### src/rtl/cpu_pkg.sv
// rtl/cpu_pkg.sv - shared constants and types for the RV32IM fetch front end
package cpu_pkg;

    localparam logic [31:0] NOP_INSTR        = 32'h0000_0013;
    localparam logic [31:0] DEFAULT_RESET_PC = 32'h0000_0000;

    typedef enum logic [1:0] {
        IDLE,
        WAIT,
        HOLD,
        DROP
    } fetch_state_t;

    function automatic logic [31:0] word_align(input logic [31:0] addr);
        return {addr[31:2], 2'b00};
    endfunction

endpackage

### src/rtl/fetch_buffer.sv
// rtl/fetch_buffer.sv - one-entry {pc, instr} holding register for stalled responses
module fetch_buffer
    import cpu_pkg::*;
(
    input  logic        clk,
    input  logic        rst,
    input  logic        load,
    input  logic        clear,
    input  logic [31:0] load_pc,
    input  logic [31:0] load_instr,
    output logic [31:0] buf_pc,
    output logic [31:0] buf_instr
);

    always_ff @(posedge clk) begin
        if (rst || clear) begin
            buf_pc    <= DEFAULT_RESET_PC;
            buf_instr <= NOP_INSTR;
        end else if (load) begin
            buf_pc    <= load_pc;
            buf_instr <= load_instr;
        end
    end

endmodule

### src/rtl/fetch_unit.sv
// rtl/fetch_unit.sv - IF stage: PC ownership, imem requests, stall buffering and redirect squash
module fetch_unit
    import cpu_pkg::*;
#(
    parameter logic [31:0] RESET_PC = DEFAULT_RESET_PC
) (
    input  logic        clk,
    input  logic        rst,
    input  logic        stall,
    input  logic        redirect,
    input  logic [31:0] redirect_pc,
    output logic        imem_req,
    output logic [31:0] imem_addr,
    input  logic        imem_valid,
    input  logic [31:0] imem_rdata,
    output logic [31:0] pc_out,
    output logic [31:0] instr_out,
    output logic        valid_out
);

    fetch_state_t state;
    logic [31:0]  fpc;
    logic [31:0]  fpc_next;
    logic [31:0]  target;
    logic [31:0]  buf_pc;
    logic [31:0]  buf_instr;
    logic         buf_load;
    logic         buf_clear;

    assign target   = word_align(redirect_pc);
    assign fpc_next = fpc + 32'd4;

    // A response can only be parked when the downstream still holds an unconsumed instruction.
    assign buf_load  = (state == WAIT) && !redirect && imem_valid && valid_out && stall;
    assign buf_clear = (state == HOLD) && (redirect || !stall);

    fetch_buffer u_buffer (
        .clk        (clk),
        .rst        (rst),
        .load       (buf_load),
        .clear      (buf_clear),
        .load_pc    (fpc),
        .load_instr (imem_rdata),
        .buf_pc     (buf_pc),
        .buf_instr  (buf_instr)
    );

    always_ff @(posedge clk) begin
        if (rst) begin
            state     <= IDLE;
            fpc       <= RESET_PC;
            imem_req  <= 1'b0;
            imem_addr <= RESET_PC;
            pc_out    <= RESET_PC;
            instr_out <= NOP_INSTR;
            valid_out <= 1'b0;
        end else begin
            imem_req <= 1'b0;
            case (state)
                IDLE: begin
                    state     <= WAIT;
                    imem_req  <= 1'b1;
                    imem_addr <= fpc;
                end
                WAIT: begin
                    if (redirect) begin
                        valid_out <= 1'b0;
                        instr_out <= NOP_INSTR;
                        fpc       <= target;
                        if (imem_valid) begin
                            imem_req  <= 1'b1;
                            imem_addr <= target;
                        end else begin
                            state <= DROP;
                        end
                    end else if (imem_valid && valid_out && stall) begin
                        state <= HOLD;
                    end else if (imem_valid) begin
                        pc_out    <= fpc;
                        instr_out <= imem_rdata;
                        valid_out <= 1'b1;
                        fpc       <= fpc_next;
                        imem_req  <= 1'b1;
                        imem_addr <= fpc_next;
                    end else if (valid_out && !stall) begin
                        valid_out <= 1'b0;
                        instr_out <= NOP_INSTR;
                    end
                end
                HOLD: begin
                    if (redirect) begin
                        valid_out <= 1'b0;
                        instr_out <= NOP_INSTR;
                        fpc       <= target;
                        imem_req  <= 1'b1;
                        imem_addr <= target;
                        state     <= WAIT;
                    end else if (!stall) begin
                        pc_out    <= buf_pc;
                        instr_out <= buf_instr;
                        valid_out <= 1'b1;
                        fpc       <= fpc_next;
                        imem_req  <= 1'b1;
                        imem_addr <= fpc_next;
                        state     <= WAIT;
                    end
                end
                DROP: begin
                    // A redirect coinciding with the stale response still wins: fetch its target directly.
                    if (imem_valid) begin
                        imem_req  <= 1'b1;
                        imem_addr <= redirect ? target : fpc;
                        if (redirect) begin
                            fpc <= target;
                        end
                        state <= WAIT;
                    end else if (redirect) begin
                        fpc <= target;
                    end
                end
                default: state <= IDLE;
            endcase
        end
    end

endmodule

### config.mk
export PLATFORM = sky130hd
export DESIGN_NAME = fetch_unit
export DESIGN_NICKNAME = d
export VERILOG_FILES = /design/src/rtl/cpu_pkg.sv /design/src/rtl/fetch_buffer.sv /design/src/rtl/fetch_unit.sv
export SDC_FILE = /design/constraint.sdc
export NUM_CORES = 1
export LEC_CHECK = 0
export BUFFER_PORTS_ARGS = -buffer_cell sky130_fd_sc_hd__clkbuf_2
export CAP_MARGIN = 20
export CORE_ASPECT_RATIO = 1.4
export CORE_UTILIZATION = 55
export DETAILED_ROUTE_END_ITERATION = 10
export HOLD_SLACK_MARGIN = 0.08
export PLACE_DENSITY = 0.76
export SLEW_MARGIN = 20
export SYNTH_ARGS = -nofsm -noshare
export SYNTH_HDL_FRONTEND = slang
export SYNTH_SLANG_ARGS = --single-unit
### constraint.sdc
create_clock -name clk -period 3.9 [get_ports clk]
set_input_delay 0 -clock clk [delete_from_list [all_inputs] [get_ports clk]]
set_output_delay 0 -clock clk [all_outputs]
set_load 0.01 [all_outputs]
==> reports/qor.yml, run 1 <==
routing:
  post_drt_wl_per_cell_um: 17.79
  viasPerCell: 6.154
  antenna_left: 0
  drcViolationCount: 0
  dr.pass1.iters: 6
  drtIter0Drc: 700
  wirelength_mm: 28.47
  via_count: 9847
placement:
  dp.cells: 1506
  dpl.hpwl_mm: 18.70
  portBuffers: 164
  place_congestion: 0.9280
power_and_ir_drop:
  ir_worst_vdd_mv: 0.2815
  leakagePower_nw: 4.235
  power.density_nw_per_um2: 443.4
logic_synthesis:
  ys_ff_latch: 196
  synth_top_flop_cell: "dfxtp_1"
  synthMuxAreaShare_pct: 4.276
  synth_compound_area_share_pct: 28.81
  synth_xor_area_share_pct: 0.2680
  synthSimpleGateAreaFrac_pct: 19.85
  yosys_warnings: 0
  syn_inst: 1218
  syn_area_um2: 9803
  synth_top_family_by_area: "compound AO/OA/AOI/OAI gates"
  syn_nets: 1292
  synth-async-reset-ratio_pct: 0
  synth_adder_area_share_pct: 0.6382
  seq_area_frac_synth_pct: 40.03
  synth-edff-count: 0
  yosysUniqueCellTypes: 77
  synth.avg_cell_area_um2: 8.049
hold_path:
  hold_end: "fpc[5]$_SDFFE_PP0P_"
  hp-start: "rst"
  whs_path_depth: 2
  worstHoldPathType: "in2reg"
final_layout:
  multi_input_area_um2: 5309
  final_nets: 1426
  regArea_um2: 3924
  drive_gt1_share_pct: 18.33
  instances_no_fill: 1600
  area_delta_synth_final_pct: 20.13
  fill_cells: 1504
  antenna_cells: 0
grt:
  grt_max_degree: 72
  grt_pass1_vias: 9157
  grt.overflow.total: 0
  track_usage_pct: 31.20
  grt_pass1_wl_mm: 45.73
  antenna_found_initial: 0
timing:
  finalSetupViolCount: 0
  final_max_slew_viol_count: 0
  fin_setup_tns_ns: 0
  rsz0062_at_grt: "false"
  max_freq_ghz: 0.3447
  period_needed_ns: 2.901
  slew_headroom_pct: 29.69
  worstMarginPinSlew_ns: 1.055
  hold_violations: 0
  finClkSkew_ns: 0.01009
  fin_crit_sh_pct: 74.38
die:
  coreArea_um2: 17400
  die_h_um: 160.0
  die_x_um: 114.8
  dieArea_um2: 18370
  start_util_pct: 56.33
  io_pins: 167
  rows: 57
worst_setup_path:
  path_cells: "inv_1 -> ha_1 -> or3_1 -> a221o_1 -> nand2b_1 -> or4_1 -> o211ai_1"
  path_buf_inv: 1
  critPathArrivalTime_ns: 3.25
  cp_slowest_cell: "ha_1"
  path_class: "reg2reg"
  ff2ff_setup_slack_ns: 1.0
  crit_path_end_kind: "register"
  rr_worst_depth: 7
  critPathRequiredTime_ns: 4.25
  cp_top_family: "simple AND/OR/NAND/NOR gates"
  critPathMaxFanout: 26
  cp_slowest_stage_delay_ns: 0.56
  reg2reg_to: "fpc[21]$_SDFFE_PP0P_"
  critical_path.startpoint_type: "register"
  worstReg2RegStart: "state[0]$_SDFFE_PP0P_"
clocking:
  clk_pin_slew_ns: 0.07
  clockBufferDepth: 2
  h-tree-depth: 4
  cts-resized-gates: 0
  cts_setup_buffers: 0
  cts.sinks: 196
  cts_buffers: 17
  cts_tree: "yes"
  cts-root-buf: "clkbuf_16"
  clock_latency_ns: 0.43
run_status:
  status: "completed"
flow_run:
  maxCapViolCount: 0
[worst reg2reg max path, stage by stage (launching register included)]
cell,delay (ns)
dfxtp_1,0.39
inv_1,0.09
ha_1,0.56
or3_1,0.49
a221o_1,0.49
nand2b_1,0.29
or4_1,0.43
o211ai_1,0.09
[routing by layer]
layer,up-vias,share of wire [%],global-route usage (%)
met5,-,0,0
met4,0,4.0,16.41
met3,87,6.6,5.769
met2,425,50,54.10
met1,4563,39,36.03
li1,4772,-,-
[state kept, by name, indices dropped and copies added (netlist names)]
register            cells
imem_req                1
fpc                    32
valid_out               1
pc_out                 32
instr_out              32
u_buffer.buf_pc        32
imem_addr              32
state                   2
u_buffer.buf_instr     32
[where the power goes]
part	switching, W	internal (W)
registers	0.000166	0.00217
clock network	0.000798	0.000929
logic	0.000689	0.000467
total	0.00165	0.00357
[layout make-up]
class / count / share of cell area (%)
inverters: 14 / 0.4462
repair buffers: 248 / 13.79
clock buffers: 20 / 3.878
clock inverters: 11 / 0.9775
flip-flops and latches: 196 / 33.32
well taps: 236 / 2.507
multi-input cells: 875 / 45.08
[placed cells by master, fill, tap and decap left out, drive strengths merged, types with 20 or more instances in the layout]
master	netlist	routed
dfxtp	196	196
clkbuf	99	183
nand2	169	169
nor2	108	108
a21oi	98	98
a211oi	68	68
dlygate4sd3	0	63
o21ai	49	49
a22oi	43	43
mux2i	37	37
nand3	33	33
buf	34	22
o22ai	20	20
a221o	20	20
inv	14	20
[timing repair]
item | in CTS | in global routing
endpoints found under the setup margin | 0 | 0
hold buffers | 63 | 0
hold endpoints to repair | 122 | 0
[metrics by stage]
| stage | utilization [%] | power, W | cell area, um2 | hold slack [ns] | worst slack (ns) |
|---|---|---|---|---|---|
| 3_3_place_gp | 60.76 | 0.003451 | 10570 | 0.2307 | 1.097 |
| 4_1_cts | 67.67 | 0.005232 | 11780 | 0.08527 | 1.042 |
| 6_report | 67.67 | 0.005221 | 11780 | 0.1032 | 0.9993 |
| 3_5_place_dp | 60.76 | 0.003469 | 10570 | 0.2376 | 1.061 |
| 5_1_grt | 67.67 | 0.005478 | 11780 | 0.09646 | 0.8277 |
| 2_1_floorplan | - | 0.003085 | 9803 | 0.1229 | 1.760 |
[worst max path at each step]
stage / startpoint / end / slack, ns / depth (start not counted)
floorplan: fpc[2]$_SDFFE_PP0P_ / imem_addr[28]$_SDFFE_PP0P_ / 1.76 / 6
global placement: state[0]$_SDFFE_PP0P_ / fpc[21]$_SDFFE_PP0P_ / 1.10 / 7
detailed placement: state[0]$_SDFFE_PP0P_ / fpc[21]$_SDFFE_PP0P_ / 1.06 / 7
CTS: state[0]$_SDFFE_PP0P_ / fpc[21]$_SDFFE_PP0P_ / 1.04 / 7
global route: state[0]$_SDFFE_PP0P_ / fpc[21]$_SDFFE_PP0P_ / 0.83 / 7
finish: state[0]$_SDFFE_PP0P_ / fpc[21]$_SDFFE_PP0P_ / 1.0 / 7
[cell usage after synthesis, drive strengths merged, types with 6 or more instances]
cell	instances	area, um2
a211oi	68	510.5
a21oi	98	490.5
a221o	20	200.2
a221oi	7	61.31
a22oi	43	322.8
a311oi	6	58.80
a31oi	15	93.84
and2	6	37.54
and3	14	93.84
buf	34	177.7
clkbuf	99	371.6
dfxtp	196	3924
inv	14	52.55
mux2i	37	370.4
nand2	169	634.4
nand2b	11	68.82
nand3	33	175.2
nand4	15	108.9
nor2	108	405.4
nor2b	10	62.56
nor3	14	86.34
nor4	12	75.07
o21ai	49	245.2
o221ai	14	122.6
o22ai	20	125.1
o31ai	7	52.55
o32ai	7	68.82
or3	7	43.79
or4	6	48.80
[cells by family after synthesis]
kind of cell	Yosys count
AO/OA/AOI/OAI	407
XOR/XNOR	3
adder cells (fa/ha/maj)	5
buffers and inverters	147
flip-flops	196
multiplexers	41
AND/OR/NAND/NOR	419
No activity file was read; power rests on OpenSTA's default activity.
==> run 2: changes to the inputs <==
ABC_AREA = 1   (was default)
PLACE_DENSITY = 0.77   (was 0.76)
clock period = 2.74 ns   (was 3.9 ns; I/O delays follow)
==> run 2 against run 1 <==
Maximum frequency is 32% higher. Core utilization is 1.3 points higher. Register-to-register slack worse by 0.46 ns. Worst setup slack worse by 0.46 ns. Largest cell class unchanged. Critical endpoint is now imem_addr[14]$_SDFFE_PP0P_. Flip-flop and latch count stayed put. Final area is 2.0% lower. Highest routed layer unchanged. Via count is 5.6% higher.
==> reports/qor.yml, run 2 <==
logic_synthesis:
  yosys.area.top_type_share_pct: 41.54
  synth.avg_cell_area_um2: 6.560
  synth-async-reset-ratio_pct: 0
  synth_commonest_cells: "nand2_1, dfxtp_1, nor2_1, o21ai_0, a21oi_1"
  synth_area_leaders: "dfxtp_1, nand2_1, nor2_1"
  seq_area_frac_synth_pct: 41.54
  synth-edff-count: 0
  synth_top_area_cell: "dfxtp_1"
  syn_area_um2: 9447
  yosys_warnings: 0
  yosysUniqueCellTypes: 32
  yosysMostFrequentCell: "nand2_1"
  syn_nets: 1514
  syn_inst: 1440
  ys_ff_latch: 196
  synth_top_flop_cell: "dfxtp_1"
final_layout:
  antenna_cells: 0
  final_nets: 1694
  drive_gt1_share_pct: 14.94
  area_delta_synth_final_pct: 22.23
  layout_common_cells: "nand2_1, dfxtp_1, nor2_1"
  final_common_cell: "nand2_1"
  stdcell_area_um2: 11550
flow_run:
  maxCapViolCount: 0
routing:
  viasPerCell: 5.664
  drtIter0Drc: 749
  drcViolationCount: 0
  wirelength_mm: 28.71
  antenna_left: 0
  post_drt_wl_per_cell_um: 15.64
  dr.pass1.iters: 7
  via_count: 10400
die:
  die_x_um: 112.8
  io_pins: 167
  die_h_um: 157.1
  coreArea_um2: 16750
  start_util_pct: 56.41
  dieArea_um2: 17710
  rows: 56
power_and_ir_drop:
  power_frac_comb_pct: 23.3
  power.density_nw_per_um2: 662.6
  leakagePower_nw: 5.024
  ir_worst_vdd_mv: 0.4257
  p_int_w: 0.005080
  power.switching_w: 0.002571
  p_seq_share_pct: 44.4
  swShare_pct: 33.60
  clockPowerShare_pct: 32.3
worst_setup_path:
  path_class: "reg2reg"
  critPathArrivalTime_ns: 2.54
  critPathRequiredTime_ns: 3.08
  cp_slowest_stage_delay_ns: 0.43
  cp_slowest_cell: "dfxtp_1"
  critPathMaxFanout: 6
  cp_common_cell: "nand2_1"
  crit_path_end_kind: "register"
  path_cells: "ha_1 -> nand2_1 -> nor2_1 -> nand2_1 -> nor2_1 -> or2_2 -> nand3_1 -> nand2_1 -> nand2_1 -> nand2_1 -> nand2_1"
  critical_path.startpoint_type: "register"
clocking:
  clock_latency_ns: 0.44
  h-tree-depth: 4
  cts-root-buf: "clkbuf_16"
  clockBufferDepth: 2
  cts_tree: "yes"
  cts.sinks: 196
  cts_setup_buffers: 0
  cts_buffers: 17
  clk_pin_slew_ns: 0.08
grt:
  grt.overflow.total: 0
  track_usage_pct: 33.01
  antenna_found_initial: 0
  grt_pass1_vias: 9659
  grt_max_degree: 70
  grt_pass1_wl_mm: 46.47
timing:
  fin_setup_tns_ns: 0
  finalSetupViolCount: 0
  worstMarginPinSlew_ns: 0.6987
  hold_violations: 0
  fin_crit_sh_pct: 80.30
  finClkSkew_ns: 0.008822
  rsz0062_at_grt: "false"
  final_max_slew_viol_count: 0
  period_needed_ns: 2.200
  slew_headroom_pct: 53.42
  max_freq_ghz: 0.4545
run_status:
  status: "completed"
hold_path:
  worstHoldPathType: "in2reg"
placement:
  place_congestion: 0.9031
  dpl.hpwl_mm: 18.18
  place_area_um2: 10350
  portBuffers: 164
==> run 2: changes by cell type in the layout (fill, tap and decap cells not counted), sizes merged, moves of 37 or more <==
cell,delta
mux2i,-37
a31oi,+53
inv,+78
nand2,+245
o21ai,+134
a22oi,-42
nor2,+76
a211oi,-68
==> run 2: routing by layer <==
layer  share of wire (%)  global-route usage [%]  up-vias
met5                   0                       0        -
met4                 3.9                   18.60        0
met3                 6.9                   5.622       78
met2                  49                   58.32      456
met1                  40                   37.64     4760
li1                    -                       -     5105
==> run 2: what timing repair did <==
| action | in CTS | in global routing |
|---|---|---|
| hold endpoints to repair | 109 | 0 |
| hold buffers | 62 | 0 |
| resized for setup | 0 | 0 |
==> run 2: worst paths after layout <==
| path | from | endpoint | slack, ns | depth (start not counted) |
|---|---|---|---|---|
| worst max-delay path | fpc[2]$_SDFFE_PP0P_ | imem_addr[14]$_SDFFE_PP0P_ | 0.54 | 11 |
| worst min-delay path | redirect_pc[4] | fpc[4]$_SDFFE_PP0P_ | 0.1 | 5 |
| worst max register to register | fpc[2]$_SDFFE_PP0P_ | imem_addr[14]$_SDFFE_PP0P_ | 0.54 | 11 |
| worst min register to register | imem_addr[23]$_SDFFE_PP0P_ | imem_addr[23]$_SDFFE_PP0P_ | 0.45 | 2 |
==> run 2: cell families (layout without fill, tap and decap cells) <==
| group | Yosys count | after routing | synth area share [%] |
|---|---|---|---|
| adders and majority gates | 5 | 5 | 0.6623 |
| DFF | 196 | 196 | 41.54 |
| AOI/OAI and AO/OA | 389 | 389 | 22.01 |
| and+or+nand+nor | 666 | 666 | 27.89 |
| buffers and inverters | 184 | 377 | 7.894 |
==> run 2: layout make-up <==
type                    count  area (um2)
flip-flops and latches    196        3924
fillers                  1485        5200
well taps                 203       254.0
inverters                  92       345.3
multi-input cells        1060        4795
repair buffers            253        1657
clock inverters            14       142.6
clock buffers              18       429.2
==> run 2: worst max-delay path, delay by kind of cell, from the launching register on <==
family        cells  cell delay [ns]
fa+ha+maj         1             0.20
flops             1             0.43
simple gates     10             1.48
==> run 2: power by group through the flow <==
stage	clock network [W]	registers [W]	logic (W)
2_1_floorplan	0	0.00350	0.00101
3_3_place_gp	0	0.00345	0.00165
3_5_place_dp	0	0.00346	0.00168
4_1_cts	0.00249	0.00339	0.00176
5_1_grt	0.00261	0.00344	0.00197
6_report	0.00247	0.00340	0.00178
==> run 2: stage by stage <==
| step | power [W] | worst slack [ns] | utilization (%) | std cells | hold WS (ns) |
|---|---|---|---|---|---|
| after floorplan | 0.004514 | 0.9579 | - | 1440 | 0.1263 |
| after detailed placement | 0.005139 | 0.6174 | 61.83 | 1742 | 0.2361 |
| after global placement | 0.005108 | 0.6471 | 61.83 | 1742 | 0.2275 |
| after CTS | 0.007650 | 0.5999 | 68.95 | 1836 | 0.08675 |
| after global routing | 0.008012 | 0.2967 | 68.95 | 1836 | 0.1112 |
| final | 0.007650 | 0.5397 | 68.95 | 1836 | 0.09989 |
==> run 3: changes to the inputs <==
clock period = 2.1 ns   (was 2.74 ns; I/O delays follow)
==> run 3 against run 2 <==
Register-to-register slack worse by 0.37 ns. Worst setup slack lost 0.37 ns. Clock power rose by 39%. Clock skew about the same. Routed wire length is 5.5% higher.
==> reports/qor.yml, run 3 (synthesis results as in run 2) <==
placement:
  place_congestion: 0.9200
  portBuffers: 164
  dpl.hpwl_mm: 18.68
  dp.cells: 1762
  place_area_um2: 10580
timing:
  worstMarginPinSlew_ns: 0.4449
  hold_violations: 0
  final_max_slew_viol_count: 0
  fin_crit_sh_pct: 91.95
  finClkSkew_ns: 0.009057
  slew_headroom_pct: 70.34
  max_freq_ghz: 0.5179
  period_needed_ns: 1.931
  rsz0062_at_grt: "true"
  finalSetupViolCount: 0
final_layout:
  final_nets: 1718
  fill_cells: 1412
  area_delta_synth_final_pct: 26.00
  instances_no_fill: 1859
  antenna_cells: 0
  multi_input_area_um2: 4805
  final_common_cell: "nand2_1"
  layout_common_cells: "nand2_1, dfxtp_1, nor2_1"
  drive_gt1_share_pct: 16.18
  regArea_um2: 3924
  stdcell_area_um2: 11900
clocking:
  cts.sinks: 196
  cts-root-buf: "clkbuf_16"
  cts_tree: "yes"
  clockBufferDepth: 2
  cts_setup_buffers: 0
  cts_buffers: 17
  h-tree-depth: 4
  clk_pin_slew_ns: 0.07
  clock_latency_ns: 0.44
routing:
  via_count: 10590
  viasPerCell: 5.698
  wirelength_mm: 30.29
  dr.max_layer_used: "met4"
  dr_wl_met2_mm: 15.25
  post_drt_wl_per_cell_um: 16.29
  drtIter0Drc: 864
  antenna_left: 0
  dr_wl_met3_mm: 2.223
  dr.pass1.iters: 5
  drcViolationCount: 0
  wl_met1_mm: 11.54
power_and_ir_drop:
  power.density_nw_per_um2: 868.2
  total_power_w: 0.01033
  leakagePower_nw: 5.213
  ir_worst_vdd_mv: 0.5396
run_status:
  status: "completed"
grt:
  grt.overflow.total: 0
  track_usage_pct: 33.89
  grt_pass1_wl_mm: 47.58
  antenna_found_initial: 0
  grt_pass1_vias: 9958
  grt_max_degree: 73
worst_setup_path:
  reg2reg_to: "pc_out[8]$_SDFFE_PP0P_"
  rr_worst_depth: 11
  critPathRequiredTime_ns: 2.46
  critPathMaxFanout: 16
  ff2ff_setup_slack_ns: 0.17
  cp_common_cell: "inv_2"
  cp_slowest_stage_delay_ns: 0.33
  cp_slowest_cell: "dfxtp_1"
  worstReg2RegStart: "state[0]$_SDFFE_PP0P_"
  crit_path_end_kind: "register"
  path_cells: "inv_1 -> ha_2 -> inv_2 -> nor2_4 -> inv_2 -> o21ai_1 -> nand3_1 -> inv_2 -> buf_12 -> o21ai_0 -> a31oi_1"
  path_class: "reg2reg"
  critical_path.startpoint_type: "register"
  critPathArrivalTime_ns: 2.29
die:
  rows: 56
  die_x_um: 112.8
  dieArea_um2: 17710
  coreArea_um2: 16750
  io_pins: 167
  start_util_pct: 56.41
  die_h_um: 157.1
hold_path:
  worstHoldPathType: "in2reg"
  whs_path_depth: 7
  hp-start: "redirect_pc[28]"
  hold_end: "fpc[28]$_SDFFE_PP0P_"
flow_run:
  maxCapViolCount: 0
run 3: cell count changes in the layout (fill, tap and decap cells not counted), moves of 2 or more:
cell / delta
buf_4: +12
buf_12: +6
buf_6: +2
bufinv_16: +2
clkbuf_16: +2
clkinvlp_4: -2
dlygate4sd3_1: +2
inv_8: -2
run 3: worst max path at each step:
| stage | startpoint | depth (start not counted) | endpoint |
|---|---|---|---|
| finish | state[0]$_SDFFE_PP0P_ | 11 | pc_out[8]$_SDFFE_PP0P_ |
| detailed placement | state[1]$_SDFFE_PP0P_ | 10 | imem_addr[21]$_SDFFE_PP0P_ |
| CTS | state[1]$_SDFFE_PP0P_ | 10 | imem_addr[21]$_SDFFE_PP0P_ |
| global route | fpc[2]$_SDFFE_PP0P_ | 13 | imem_addr[30]$_SDFFE_PP0P_ |
| floorplan | state[0]$_SDFFE_PP0P_ | 13 | fpc[0]$_SDFFE_PP0P_ |
| global placement | state[1]$_SDFFE_PP0P_ | 10 | imem_addr[1]$_SDFFE_PP0P_ |
run 3: report_power, final:
group | leakage [nW] | internal (W) | switching, W
Combinational | 3.31 | 0.000921 | 0.00155
Clock | 0.295 | 0.00192 | 0.00151
Sequential | 1.60 | 0.00412 | 0.000308
Total | 5.21 | 0.00696 | 0.00337
run 3: layout make-up:
cell class | count | area share [%]
Timing Repair Buffer | 277 | 16.46
Tap cell | 203 | 2.134
Clock buffer | 18 | 3.690
Multi-Input combinational cell | 1060 | 40.37
Inverter | 92 | 2.922
Sequential cell | 196 | 32.97
Clock inverter | 13 | 1.461
run 3: worst max-delay path, delay by kind of cell, from the launching register on:
family	cells	cell delay (ns)
adder cells (fa/ha/maj)	1	0.23
AO/OA/AOI/OAI	3	0.41
buffers and inverters	5	0.63
AND/OR/NAND/NOR	2	0.25
flip-flops	1	0.33
run 3: metrics by stage:
| step | setup slack, ns | utilization, % | TNS (ns) | hold WS, ns |
|---|---|---|---|---|
| CTS | 0.03795 | 70.66 | 0 | 0.08920 |
| detailed placement | 0.05978 | 63.17 | 0 | 0.2427 |
| finish | 0.1690 | 71.08 | 0 | 0.1162 |
| global route | -0.01191 | 71.08 | -0.01399 | 0.1426 |
| floorplan | 0.3179 | - | 0 | 0.1263 |
| global placement | 0.1445 | 63.17 | 0 | 0.2332 |
run 3: timing repair:
item	CTS	global route
gates resized for setup	0	7
hold endpoints to repair	114	0
endpoints found under the setup margin	0	61
hold buffers	64	0
run 3: per-layer routing:
metal	up-vias	track usage [%]
met2	493	61.55
met5	-	0
met4	0	18.86
li1	5136	-
met3	86	6.007
met1	4878	37.22
